File: config.mk
export PLATFORM = sky130hd
export DESIGN_NAME = dco_ctrl_flat
export DESIGN_NICKNAME = d
export VERILOG_FILES = /design/src/rtl/dco_ctrl_pkg.sv /design/src/rtl/dco_ctrl_if.sv /design/src/rtl/dco_rc_enc.sv /design/src/rtl/dco_ctrl.sv /design/src/flat_wrapper.sv
export SDC_FILE = /design/constraint.sdc
export NUM_CORES = 1
export LEC_CHECK = 0
export CAP_MARGIN = 20
export CORE_ASPECT_RATIO = 1.5
export CORE_MARGIN = 4
export CORE_UTILIZATION = 47
export DETAILED_ROUTE_END_ITERATION = 8
export PLACE_DENSITY = 0.82
export SETUP_SLACK_MARGIN = 0.2
export SYNTH_ARGS = -nofsm -noshare
export SYNTH_HDL_FRONTEND = slang
export SYNTH_SLANG_ARGS = --single-unit
File: constraint.sdc
create_clock -name clk -period 5.5 [get_ports clk]
set_input_delay 1.1 -clock clk [delete_from_list [all_inputs] [get_ports clk]]
set_output_delay 1.1 -clock clk [all_outputs]
set_load 0.005 [all_outputs]
File: src/rtl/dco_ctrl_pkg.sv
// Shared types and constants for the LC DCO bank controller.
package dco_ctrl_pkg;

    typedef enum logic [1:0] {
        IDLE = 2'd0,
        PVT  = 2'd1,
        ACQ  = 2'd2,
        TRK  = 2'd3
    } mode_t;

    // Bank sizes in cells
    localparam int N_L = 25;
    localparam int N_M = 256;
    localparam int N_S = 256;

    // Matrix widths (rows == columns) of each bank
    localparam int R_L = 5;
    localparam int R_M = 16;
    localparam int R_S = 16;

    // Count widths wide enough to hold a full bank
    localparam int L_CW  = $clog2(N_L + 1);
    localparam int MS_CW = $clog2(N_M + 1);

    // Mid-code counts used at reset and in IDLE
    localparam logic [L_CW-1:0]  L_MID = L_CW'(12);
    localparam logic [MS_CW-1:0] M_MID = MS_CW'(128);
    localparam logic [MS_CW-1:0] S_MID = MS_CW'(128);

endpackage

File: src/rtl/dco_ctrl_if.sv
// Tuning/control bus between the loop filter side and the DCO bank controller.
interface dco_ctrl_if #(
    parameter int FRAC_W = 8
);
    logic              en;
    logic              pvt_lock;
    logic              acq_lock;
    logic [4:0]        pvt_word;
    logic [8:0]        acq_word;
    logic [8:0]        trk_word;
    logic [FRAC_W-1:0] trk_frac;
    logic [1:0]        gain_in;

    logic              pd;
    logic [1:0]        osc_gain;
    logic [1:0]        mode;
    logic [4:0]        c_l_r_all, c_l_row, c_l_col;
    logic [15:0]       c_m_r_all, c_m_row, c_m_col;
    logic [15:0]       c_s_r_all, c_s_row, c_s_col;

    modport master (
        output en, pvt_lock, acq_lock, pvt_word, acq_word, trk_word, trk_frac, gain_in,
        input  pd, osc_gain, mode,
        input  c_l_r_all, c_l_row, c_l_col,
        input  c_m_r_all, c_m_row, c_m_col,
        input  c_s_r_all, c_s_row, c_s_col
    );

    modport slave (
        input  en, pvt_lock, acq_lock, pvt_word, acq_word, trk_word, trk_frac, gain_in,
        output pd, osc_gain, mode,
        output c_l_r_all, c_l_row, c_l_col,
        output c_m_r_all, c_m_row, c_m_col,
        output c_s_r_all, c_s_row, c_s_col
    );
endinterface

File: src/rtl/dco_rc_enc.sv
// Count -> {r_all,row,col} encoder for an R x R capacitor matrix.
// Whole rows below n/R are switched by r_all; the partial row n/R is
// selected by row and filled from column 0 up to n%R-1 by col.
module dco_rc_enc #(
    parameter int R  = 5,
    parameter int NW = $clog2(R * R + 1)
) (
    input  logic [NW-1:0] n,
    output logic [R-1:0]  r_all,
    output logic [R-1:0]  row,
    output logic [R-1:0]  col
);

    localparam logic [NW-1:0] RV = NW'(R);

    logic [NW-1:0] q;
    logic [NW-1:0] rem;

    // Split the count into full rows and a partial-row remainder, then thermometer-code them
    always_comb begin
        q     = n / RV;
        rem   = n % RV;
        r_all = '0;
        row   = '0;
        col   = '0;
        for (int i = 0; i < R; i++) begin
            r_all[i] = (NW'(i) < q);
            row[i]   = (NW'(i) == q) && (rem != '0);
            col[i]   = (NW'(i) < rem);
        end
    end

endmodule

File: src/rtl/dco_ctrl.sv
// LC DCO bank controller: PVT -> ACQ -> TRK mode sequencing, count clamping,
// first-order sigma-delta dither of the tracking fraction, registered bank selects.
module dco_ctrl
    import dco_ctrl_pkg::*;
#(
    parameter int FRAC_W = 8
) (
    input  logic       clk,
    input  logic       rst,
    dco_ctrl_if.slave  bus
);

    mode_t             state, state_nx;
    logic [L_CW-1:0]   l_cnt, l_nx, l_clamp;
    logic [MS_CW-1:0]  m_cnt, m_nx, m_clamp;
    logic [MS_CW-1:0]  s_cnt, s_nx, s_clamp;
    logic [MS_CW:0]    s_sum;
    logic [FRAC_W-1:0] acc, acc_nx;
    logic [FRAC_W:0]   acc_wide;

    logic [R_L-1:0]    l_r_all, l_row, l_col;
    logic [R_M-1:0]    m_r_all, m_row, m_col;
    logic [R_S-1:0]    s_r_all, s_row, s_col;

    // Saturate incoming words to bank size and form the dithered tracking count
    always_comb begin
        l_clamp  = (bus.pvt_word > L_CW'(N_L)) ? L_CW'(N_L) : bus.pvt_word;
        m_clamp  = (bus.acq_word > MS_CW'(N_M)) ? MS_CW'(N_M) : bus.acq_word;
        acc_wide = {1'b0, acc} + {1'b0, bus.trk_frac};
        s_sum    = {1'b0, bus.trk_word} + (MS_CW + 1)'(acc_wide[FRAC_W]);
        s_clamp  = (s_sum > (MS_CW + 1)'(N_S)) ? MS_CW'(N_S) : s_sum[MS_CW-1:0];
    end

    // Next mode and next bank counts; reset or en=0 force IDLE with mid-code counts
    always_comb begin
        state_nx = state;
        l_nx     = l_cnt;
        m_nx     = m_cnt;
        s_nx     = s_cnt;
        acc_nx   = acc;
        if (rst || !bus.en) begin
            state_nx = IDLE;
            l_nx     = L_MID;
            m_nx     = M_MID;
            s_nx     = S_MID;
            acc_nx   = '0;
        end else begin
            case (state)
                IDLE: begin
                    state_nx = PVT;
                    l_nx     = L_MID;
                    m_nx     = M_MID;
                    s_nx     = S_MID;
                end
                PVT: begin
                    l_nx = l_clamp;
                    if (bus.pvt_lock) state_nx = ACQ;
                end
                ACQ: begin
                    m_nx = m_clamp;
                    if (bus.acq_lock) state_nx = TRK;
                end
                TRK: begin
                    acc_nx = acc_wide[FRAC_W-1:0];
                    s_nx   = s_clamp;
                end
                default: state_nx = IDLE;
            endcase
        end
    end

    // Mode state register
    always_ff @(posedge clk) begin
        if (rst) state <= IDLE;
        else     state <= state_nx;
    end

    // Bank counts, dither accumulator, power-down and gain registers
    always_ff @(posedge clk) begin
        if (rst) begin
            l_cnt        <= L_MID;
            m_cnt        <= M_MID;
            s_cnt        <= S_MID;
            acc          <= '0;
            bus.pd       <= 1'b1;
            bus.osc_gain <= 2'd0;
        end else begin
            l_cnt        <= l_nx;
            m_cnt        <= m_nx;
            s_cnt        <= s_nx;
            acc          <= acc_nx;
            bus.pd       <= (state_nx == IDLE);
            bus.osc_gain <= bus.gain_in;
        end
    end

    assign bus.mode = state;

    dco_rc_enc #(.R(R_L)) u_enc_l (.n(l_nx), .r_all(l_r_all), .row(l_row), .col(l_col));
    dco_rc_enc #(.R(R_M)) u_enc_m (.n(m_nx), .r_all(m_r_all), .row(m_row), .col(m_col));
    dco_rc_enc #(.R(R_S)) u_enc_s (.n(s_nx), .r_all(s_r_all), .row(s_row), .col(s_col));

    // Select registers load the encoding of the next counts; under rst those are the mid-codes
    always_ff @(posedge clk) begin
        bus.c_l_r_all <= l_r_all;
        bus.c_l_row   <= l_row;
        bus.c_l_col   <= l_col;
        bus.c_m_r_all <= m_r_all;
        bus.c_m_row   <= m_row;
        bus.c_m_col   <= m_col;
        bus.c_s_r_all <= s_r_all;
        bus.c_s_row   <= s_row;
        bus.c_s_col   <= s_col;
    end

endmodule
File: src/flat_wrapper.sv
// flat-port wrapper written by rule: the top's interface ports become plain ports
module dco_ctrl_flat import dco_ctrl_pkg::*;
#(
    parameter int FRAC_W = 8
)
  (clk, rst, bus_en, bus_pvt_lock, bus_acq_lock, bus_pvt_word, bus_acq_word, bus_trk_word, bus_trk_frac, bus_gain_in, bus_pd, bus_osc_gain, bus_mode, bus_c_l_r_all, bus_c_l_row, bus_c_l_col, bus_c_m_r_all, bus_c_m_row, bus_c_m_col, bus_c_s_r_all, bus_c_s_row, bus_c_s_col);
  dco_ctrl_if #(.FRAC_W(FRAC_W)) bus_i ();
  input  logic clk;
  input  logic rst;
  input wire logic [$bits(bus_i.en)-1:0] bus_en;
  input wire logic [$bits(bus_i.pvt_lock)-1:0] bus_pvt_lock;
  input wire logic [$bits(bus_i.acq_lock)-1:0] bus_acq_lock;
  input wire logic [$bits(bus_i.pvt_word)-1:0] bus_pvt_word;
  input wire logic [$bits(bus_i.acq_word)-1:0] bus_acq_word;
  input wire logic [$bits(bus_i.trk_word)-1:0] bus_trk_word;
  input wire logic [$bits(bus_i.trk_frac)-1:0] bus_trk_frac;
  input wire logic [$bits(bus_i.gain_in)-1:0] bus_gain_in;
  output wire logic [$bits(bus_i.pd)-1:0] bus_pd;
  output wire logic [$bits(bus_i.osc_gain)-1:0] bus_osc_gain;
  output wire logic [$bits(bus_i.mode)-1:0] bus_mode;
  output wire logic [$bits(bus_i.c_l_r_all)-1:0] bus_c_l_r_all;
  output wire logic [$bits(bus_i.c_l_row)-1:0] bus_c_l_row;
  output wire logic [$bits(bus_i.c_l_col)-1:0] bus_c_l_col;
  output wire logic [$bits(bus_i.c_m_r_all)-1:0] bus_c_m_r_all;
  output wire logic [$bits(bus_i.c_m_row)-1:0] bus_c_m_row;
  output wire logic [$bits(bus_i.c_m_col)-1:0] bus_c_m_col;
  output wire logic [$bits(bus_i.c_s_r_all)-1:0] bus_c_s_r_all;
  output wire logic [$bits(bus_i.c_s_row)-1:0] bus_c_s_row;
  output wire logic [$bits(bus_i.c_s_col)-1:0] bus_c_s_col;
  assign bus_i.en = bus_en;
  assign bus_i.pvt_lock = bus_pvt_lock;
  assign bus_i.acq_lock = bus_acq_lock;
  assign bus_i.pvt_word = bus_pvt_word;
  assign bus_i.acq_word = bus_acq_word;
  assign bus_i.trk_word = bus_trk_word;
  assign bus_i.trk_frac = bus_trk_frac;
  assign bus_i.gain_in = bus_gain_in;
  assign bus_pd = bus_i.pd;
  assign bus_osc_gain = bus_i.osc_gain;
  assign bus_mode = bus_i.mode;
  assign bus_c_l_r_all = bus_i.c_l_r_all;
  assign bus_c_l_row = bus_i.c_l_row;
  assign bus_c_l_col = bus_i.c_l_col;
  assign bus_c_m_r_all = bus_i.c_m_r_all;
  assign bus_c_m_row = bus_i.c_m_row;
  assign bus_c_m_col = bus_i.c_m_col;
  assign bus_c_s_r_all = bus_i.c_s_r_all;
  assign bus_c_s_row = bus_i.c_s_row;
  assign bus_c_s_col = bus_i.c_s_col;
  dco_ctrl #(.FRAC_W(FRAC_W)) u_core (.clk(clk), .rst(rst), .bus(bus_i));
endmodule
* After elaboration in Yosys (flattened, before gate mapping)
Cells that the tools add are included.
** Cells by class
- Add/subtract/negate cells :: 2
- Divide/modulo/power cells :: 2
- $lt $le $gt $ge :: 77
- Equality and inequality tests :: 37
- Muxes and demuxes :: 13
- Reduce and logical (&&, ||, !) cells :: 48
** Operators with widths (count)
- $eq 4x5->1 const A :: 16
- $lt 4x5->1 const A :: 16
- $lt 4x4->1 const A :: 16
- $lt 3x5->1 const A :: 10
- $eq 3x5->1 const A :: 9
- $lt 1x5->1 const A :: 8
- $lt 2x5->1 const A :: 8
- $logic_and 1x1->1 :: 37
- $mux 9 :: 4
- $pmux 9 s2 :: 2
- $lt 3x4->1 const A :: 8
- $eq 2x5->1 const A :: 6
- $logic_not 9->1 :: 2
- $reduce_bool 9->1 :: 2
- $lt 1x4->1 const A :: 4
- $lt 2x4->1 const A :: 4
- $eq 1x5->1 const A :: 3
- $add 9x1->10 :: 1
- $gt 10x9->1 const B :: 1
- $mux 5 :: 2
- $pmux 5 s2 :: 1
- $add 8x8->9 :: 1
- $gt 9x9->1 const B :: 1
- $mux 2 :: 3
- other kinds (12) :: 14
** Storage, ports and cells
- Flip-flop bits (word level) :: 147
- Output and inout port bits :: 116

* Longest topological paths before layout
Gate-level depths: netlist of run 1.
- Depth in word-level cells :: 8
- Gate-level depth with buffers :: 21
- Gate-level depth less buffers :: 21

* By module
From an unflattened synthesis of run 1, not the netlist that was laid out.
** Unflattened totals
- Cell total of the unflattened synthesis :: 564
- Area total of the unflattened synthesis :: 5540.3 um2
** By module, submodules not included
- dco_ctrl :: instances 1, cells an instance 343, area each 4201.5 um2
- dco_rc_enc (u_core.u_enc_m ...) :: instances 2, cells an instance 82, area each 484.2 um2
- dco_rc_enc (u_core.u_enc_l) :: instances 1, cells an instance 57, area each 370.4 um2

* Worst setup path after synthesis of run 1
OpenSTA, ideal clock, no wires.
- Kind :: input-to-reg
- Start :: in bus_trk_frac[0]
- End :: reg u_core.bus.c_s_row[7]
- Arrival :: 4588 ps
- Required time :: 5422 ps
- Slack :: 834 ps
- Stages :: 19
- Path through :: ha_1 -> inv_1 -> fa_1 -> nor2b_1 -> o21ai_0 -> a21boi_0 -> o21a_1 -> o21ai_0 -> nand2b_1 -> a21o_1 -> ha_1 -> ha_1 -> nand2_1 -> nor3_1 -> mux2i_1 -> a32oi_1 -> or3_1 -> clkbuf_1 -> nor3_1
** On the way
- Cells in the longest elaborated chain, start to end :: 8
- Elaborated cells between the ends (all ways) :: 9
- Classes of those cells :: 2 x add/sub; 1 x order compare; 1 x eq/ne; 3 x mux; 2 x reduce/logical
** RTL lines
- from (decl) :: line flat_wrapper.sv:16 : input wire logic [$bits(bus_i.trk_frac)-1:0] bus_trk_frac;
- $add 8x8->9 * :: line dco_ctrl.sv:29 : acc_wide = {1'b0, acc} + {1'b0, bus.trk_frac};
- $add 9x1->10 * :: line dco_ctrl.sv:30 : s_sum = {1'b0, bus.trk_word} + (MS_CW + 1)'(acc_wide[FRAC_W]);
- $gt 10x9->1 :: line dco_ctrl.sv:31 : s_clamp = (s_sum > (MS_CW + 1)'(N_S)) ? MS_CW'(N_S) : s_sum[MS_CW-1:0];
- $mux 9 * :: line dco_ctrl.sv:31
- $pmux 9 s2 * :: line dco_ctrl.sv:48 : case (state)
- $mux 9 * :: line dco_ctrl.sv:41 : if (rst || !bus.en) begin
- $eq 3x5->1 / $reduce_bool 9->1 (equally long branches) :: line dco_rc_enc.sv:28 : row[i] = (NW'(i) == q) && (rem != '0);
- $logic_and 1x1->1 * :: line dco_rc_enc.sv:28
- via u_core.s_row[7] :: line dco_ctrl.sv:23 : logic [R_S-1:0] s_r_all, s_row, s_col;
- to (signal assigned) :: line dco_ctrl.sv:112 : bus.c_s_row <= s_row;
- to (decl) :: line dco_ctrl_if.sv:34 : output c_s_r_all, c_s_row, c_s_col
Mark *: on every way through the listed nets, which the timed path passes. The rest lies on a longest branch.
A chain may end at the register's enable or synchronous reset.

* Worst setup path after layout of run 1
- Start :: in bus_trk_frac[0]
- End :: reg u_core.bus.c_s_row[15]
** On the way
- Cells in the longest elaborated chain, start to end :: 8
- Elaborated cells between the ends (all ways) :: 9
- Classes of those cells :: 2 x add/sub; 1 x order compare; 1 x eq/ne; 3 x mux; 2 x reduce/logical
** RTL lines (line)
- $add 8x8->9 * :: dco_ctrl.sv:29
- $add 9x1->10 * :: dco_ctrl.sv:30
- $gt 10x9->1 :: dco_ctrl.sv:31
- $mux 9 * :: dco_ctrl.sv:31
- $pmux 9 s2 * :: dco_ctrl.sv:48
- $mux 9 * :: dco_ctrl.sv:41
- $eq 4x5->1 / $reduce_bool 9->1 (equally long branches) :: dco_rc_enc.sv:28
- $logic_and 1x1->1 * :: dco_rc_enc.sv:28
- via u_core.s_row[15] :: dco_ctrl.sv:23
Marked as above.

==> results.sh, run 1 <==
export IMPL_required_ns=5.81
export IMPL_synth_distinct_cells=64
export IMPL_grt_pass1_vias=4727
export IMPL_status="completed"
export IMPL_met3_usage_pct=8.523
export IMPL_reg2regPathDepth=20
export IMPL_worstSetupEndpointType="flop"
export IMPL_rsz0062_at_grt="no"
export IMPL_postSynth_asyncResetShare_pct=0
export IMPL_gr_max_usage_layer="met2"
export IMPL_powerDensity_nw_per_um2=310.3
export IMPL_clk_pin_slew_worst_paths_ns=0.06
export IMPL_drc=0
export IMPL_worstMarginPinSlew_ns=0.7713
export IMPL_worstPathCellList="clkdlybuf4s50_1 > ha_1 > inv_1 > fa_1 > nor2b_1 > o21ai_0 > a21boi_1 > o21a_1 > o21ai_0 > nand2b_1 > a21o_1 > ha_1 > ha_1 > nand2_1 > nor3_1 > mux2i_1 > buf_4 > a32oi_2 > nand4_1 > nand2_1 > nor4_1"
export IMPL_finish_instance_area_um2=7636
export IMPL_crit_top_cell="ha_1"
export IMPL_cp_arrival_ns=5.27
export IMPL_cts_tree="built"
export IMPL_worstHoldEndpoint="u_core.acc[6]"
export IMPL_vdd_ir_drop_max_mv=0.2337
export IMPL_slowest_delay_ns=0.46
export IMPL_gp_congestion=0.9117
export IMPL_via_per_inst=5.266
export IMPL_fin_crit_ns=4.960
export IMPL_avgSynthCellArea_um2=9.250
export IMPL_p_leak_nw=3.021
export IMPL_yosys_warnings=0
export IMPL_cts_max_path_buffers=2
export IMPL_layout_drive_gt1_share_pct=7.733
export IMPL_yosys_most_used_dff="dfxtp_1"
export IMPL_post_cts_setup_buffers=0
export IMPL_netSwitchingPower_mw=0.5778
export IMPL_fmax_ghz=0.2016
export IMPL_ctsResizeCount=0
export IMPL_critPathMaxFanout=6
export IMPL_synth_area_top_cells="dfxtp_1 (54%), nor2_1 (5.2%), nand2_1 (4.0%)"
export IMPL_final_antenna_net_count=0
export IMPL_htreeDepth=4
export IMPL_holdWs_ns=0.4754
export IMPL_final_cells=897
export IMPL_finClkSkew_ns=0.01003
export IMPL_grt_max_degree=38
export IMPL_syn_area_um2=5365
export IMPL_slew_viol_final=0
export IMPL_die_w_um=95.24
export IMPL_synth_top_cell_by_area="dfxtp_1"
export IMPL_synthCells=580
export IMPL_finalWorstSetupSlack_ns=0.5399
export IMPL_cp_slowest_cell="clkdlybuf4s50_1"
export IMPL_die_h_um=138.9
export IMPL_utilization_pct=68.70
export IMPL_initial_core_util_pct=48.27
export IMPL_sw_frac_of_total_pct=24.39
export IMPL_cts_hold_fix_buffers=0
export IMPL_most_common_layout_cells="clkdlybuf4s50_1 (151), dfxtp_1 (145), nor2_1 (75)"
export IMPL_seq_power_share_pct=45.1
export IMPL_clkSinkCount=145
export IMPL_hp_start="u_core.acc[6]"
export IMPL_synth_top_area_share_pct=54.10
export IMPL_wl_mm=13.94
export IMPL_critical_path_top_delay_family="simple AND/OR/NAND/NOR gates"
export IMPL_path_buf_inv=3
export IMPL_syn_to_final_growth_pct=42.33
export IMPL_relSlewSlack_pct=48.58
export IMPL_placedCellCount=865
export IMPL_num_vias=4724
export IMPL_reg2reg_to="u_core.bus.c_s_row[15]"
export IMPL_setup_viol=0
export IMPL_placed_area_um2=7009
export IMPL_n_antenna_cell=0
export IMPL_grt_first_pass_wirelength_mm=22.59
export IMPL_clk_latency_ns=0.42
export IMPL_ys_seq_area_share_pct=54.10
export IMPL_power_frac_clock_pct=49.0
export IMPL_grt_util_met1_pct=21.01
export IMPL_io_buffers=151
export IMPL_grt_usage_pct=21.72
export IMPL_drt_iter0_markers=261
export IMPL_first_pass_iters=5
export IMPL_grt_use_met2_pct=38.94
export IMPL_drv_cap=0
export IMPL_final_common_cell="clkdlybuf4s50_1"
export IMPL_critPathLaunchType="primary input"
export IMPL_top_level_ports=154
export IMPL_worstHoldPathCells=2
export IMPL_finalPower_mw=2.369
export IMPL_cts_buffers=17
export IMPL_core_area_um2=11110
export IMPL_combPwrFrac_pct=6.0
export IMPL_min_period_over_period_pct=90.18
export IMPL_dieArea_um2=13220
export IMPL_critical_path_class="primary input to flop"
export IMPL_internal_power_mw=1.791
export IMPL_hold_path_class="flop to flop"
export IMPL_regToRegStartpoint="u_core.acc[0]"
export IMPL_fillers=818
export IMPL_antenna_found_initial=0
export IMPL_wl_per_cell_um=15.54
export IMPL_finalHoldViolCount=0
export IMPL_place_ws_ns=-0.005898
export IMPL_ys_seq_elements=145
export IMPL_nNetsFinal=793
export IMPL_std_cell_rows=47
export IMPL_hpwl_mm=10.32
export IMPL_r2r_slack_ns=1.35
export IMPL_setup_tns_ns=0
export IMPL_worst_path_stages=21
export IMPL_overflow=0
export IMPL_synth_edf_count=0
export IMPL_root_buffer="clkbuf_16"
## sequential cells by signal (all words and copies together) (netlist names)
name and cells:
u_core.bus.c_l_col 5, u_core.bus.mode 2, u_core.bus.osc_gain 2, u_core.acc 8, u_core.bus.c_m_r_all 16, u_core.bus.c_s_r_all 16
u_core.m_cnt 9, u_core.s_cnt 9, u_core.bus.c_l_r_all 5, u_core.l_cnt 5, u_core.bus.c_m_col 15, u_core.bus.c_s_row 16
u_core.bus.pd 1, u_core.bus.c_s_col 15, u_core.bus.c_l_row 5, u_core.bus.c_m_row 16
## synthesized netlist by cell type (9+ instances only)
| cell | instances |
|---|---|
| a21oi_1 | 30 |
| clkbuf_1 | 10 |
| dfxtp_1 | 145 |
| ha_1 | 17 |
| inv_1 | 38 |
| nand2_1 | 57 |
| nand2b_1 | 11 |
| nand3_1 | 17 |
| nor2_1 | 75 |
| nor2b_1 | 9 |
| nor3_1 | 16 |
| o21ai_0 | 30 |
## worst max-delay path by stage
| stage | from | endpoint |
|---|---|---|
| 2_1_floorplan | bus_trk_frac[0] | u_core.bus.c_s_row[7] |
| 3_3_place_gp | bus_trk_frac[0] | u_core.bus.c_s_row[9] |
| 3_5_place_dp | bus_trk_frac[0] | u_core.bus.c_s_row[5] |
| 4_1_cts | bus_trk_frac[0] | u_core.bus.c_s_row[5] |
| 5_1_grt | bus_trk_frac[0] | u_core.bus.c_s_r_all[14] |
| 6_report | bus_trk_frac[0] | u_core.bus.c_s_row[15] |
## power by group through the flow
stage / Sequential [mW] / Combinational, mW / Clock, mW
final: 1.07 / 0.141 / 1.16
after global routing: 1.07 / 0.154 / 1.22
after CTS: 1.07 / 0.140 / 1.17
after detailed placement: 1.09 / 0.140 / 0
after global placement: 1.09 / 0.137 / 0
after floorplan: 1.09 / 0.0663 / 0
## kinds of logic (layout without fill, tap and decap cells)
kind of cell	count (synthesis)	in the layout	synth area share, %
other	1	2	0.06990
adders and majority gates	18	18	4.338
DFF	145	145	54.10
buffers and inverters	64	233	5.154
and+or+nand+nor	217	217	19.24
muxes	4	4	0.7463
AOI/OAI and AO/OA	123	123	15.04
xor gates and xnor gates	8	8	1.306
## worst min-delay path, stage by stage, from the launching register on
cell,delay (ns)
dfxtp_1,0.32
nand2_1,0.06
a21oi_1,0.05
## area by class of cell
| class | count | area, µm² | area share (%) |
|---|---|---|---|
| clock buffer | 17 | 425.4 | 5.571 |
| clock inverter | 15 | 181.4 | 2.376 |
| tap | 147 | 183.9 | 2.409 |
| multi-input combinational | 372 | 2210 | 28.94 |
| inverter | 41 | 153.9 | 2.015 |
| timing repair buffer | 160 | 1579 | 20.68 |
| sequential | 145 | 2903 | 38.01 |
## routing by layer
metal,vias up,part of all wire (%)
li1,2302,-
met1,2189,34
met2,193,53
met3,40,9.8
met4,0,3.1
met5,-,0
No activity file was read; power rests on OpenSTA's default activity.
==> run 2, diff against run 1 <==
SLEW_MARGIN = 20   (was not set)
==> results of run 2 <==
No change in the layout: final DEF, timing and power equal those of run 1.
==> run 3, diff against run 2 <==
CAP_MARGIN = 15   (was 20)
==> results of run 3 <==
No change in the layout: final DEF, timing and power equal those of run 1.
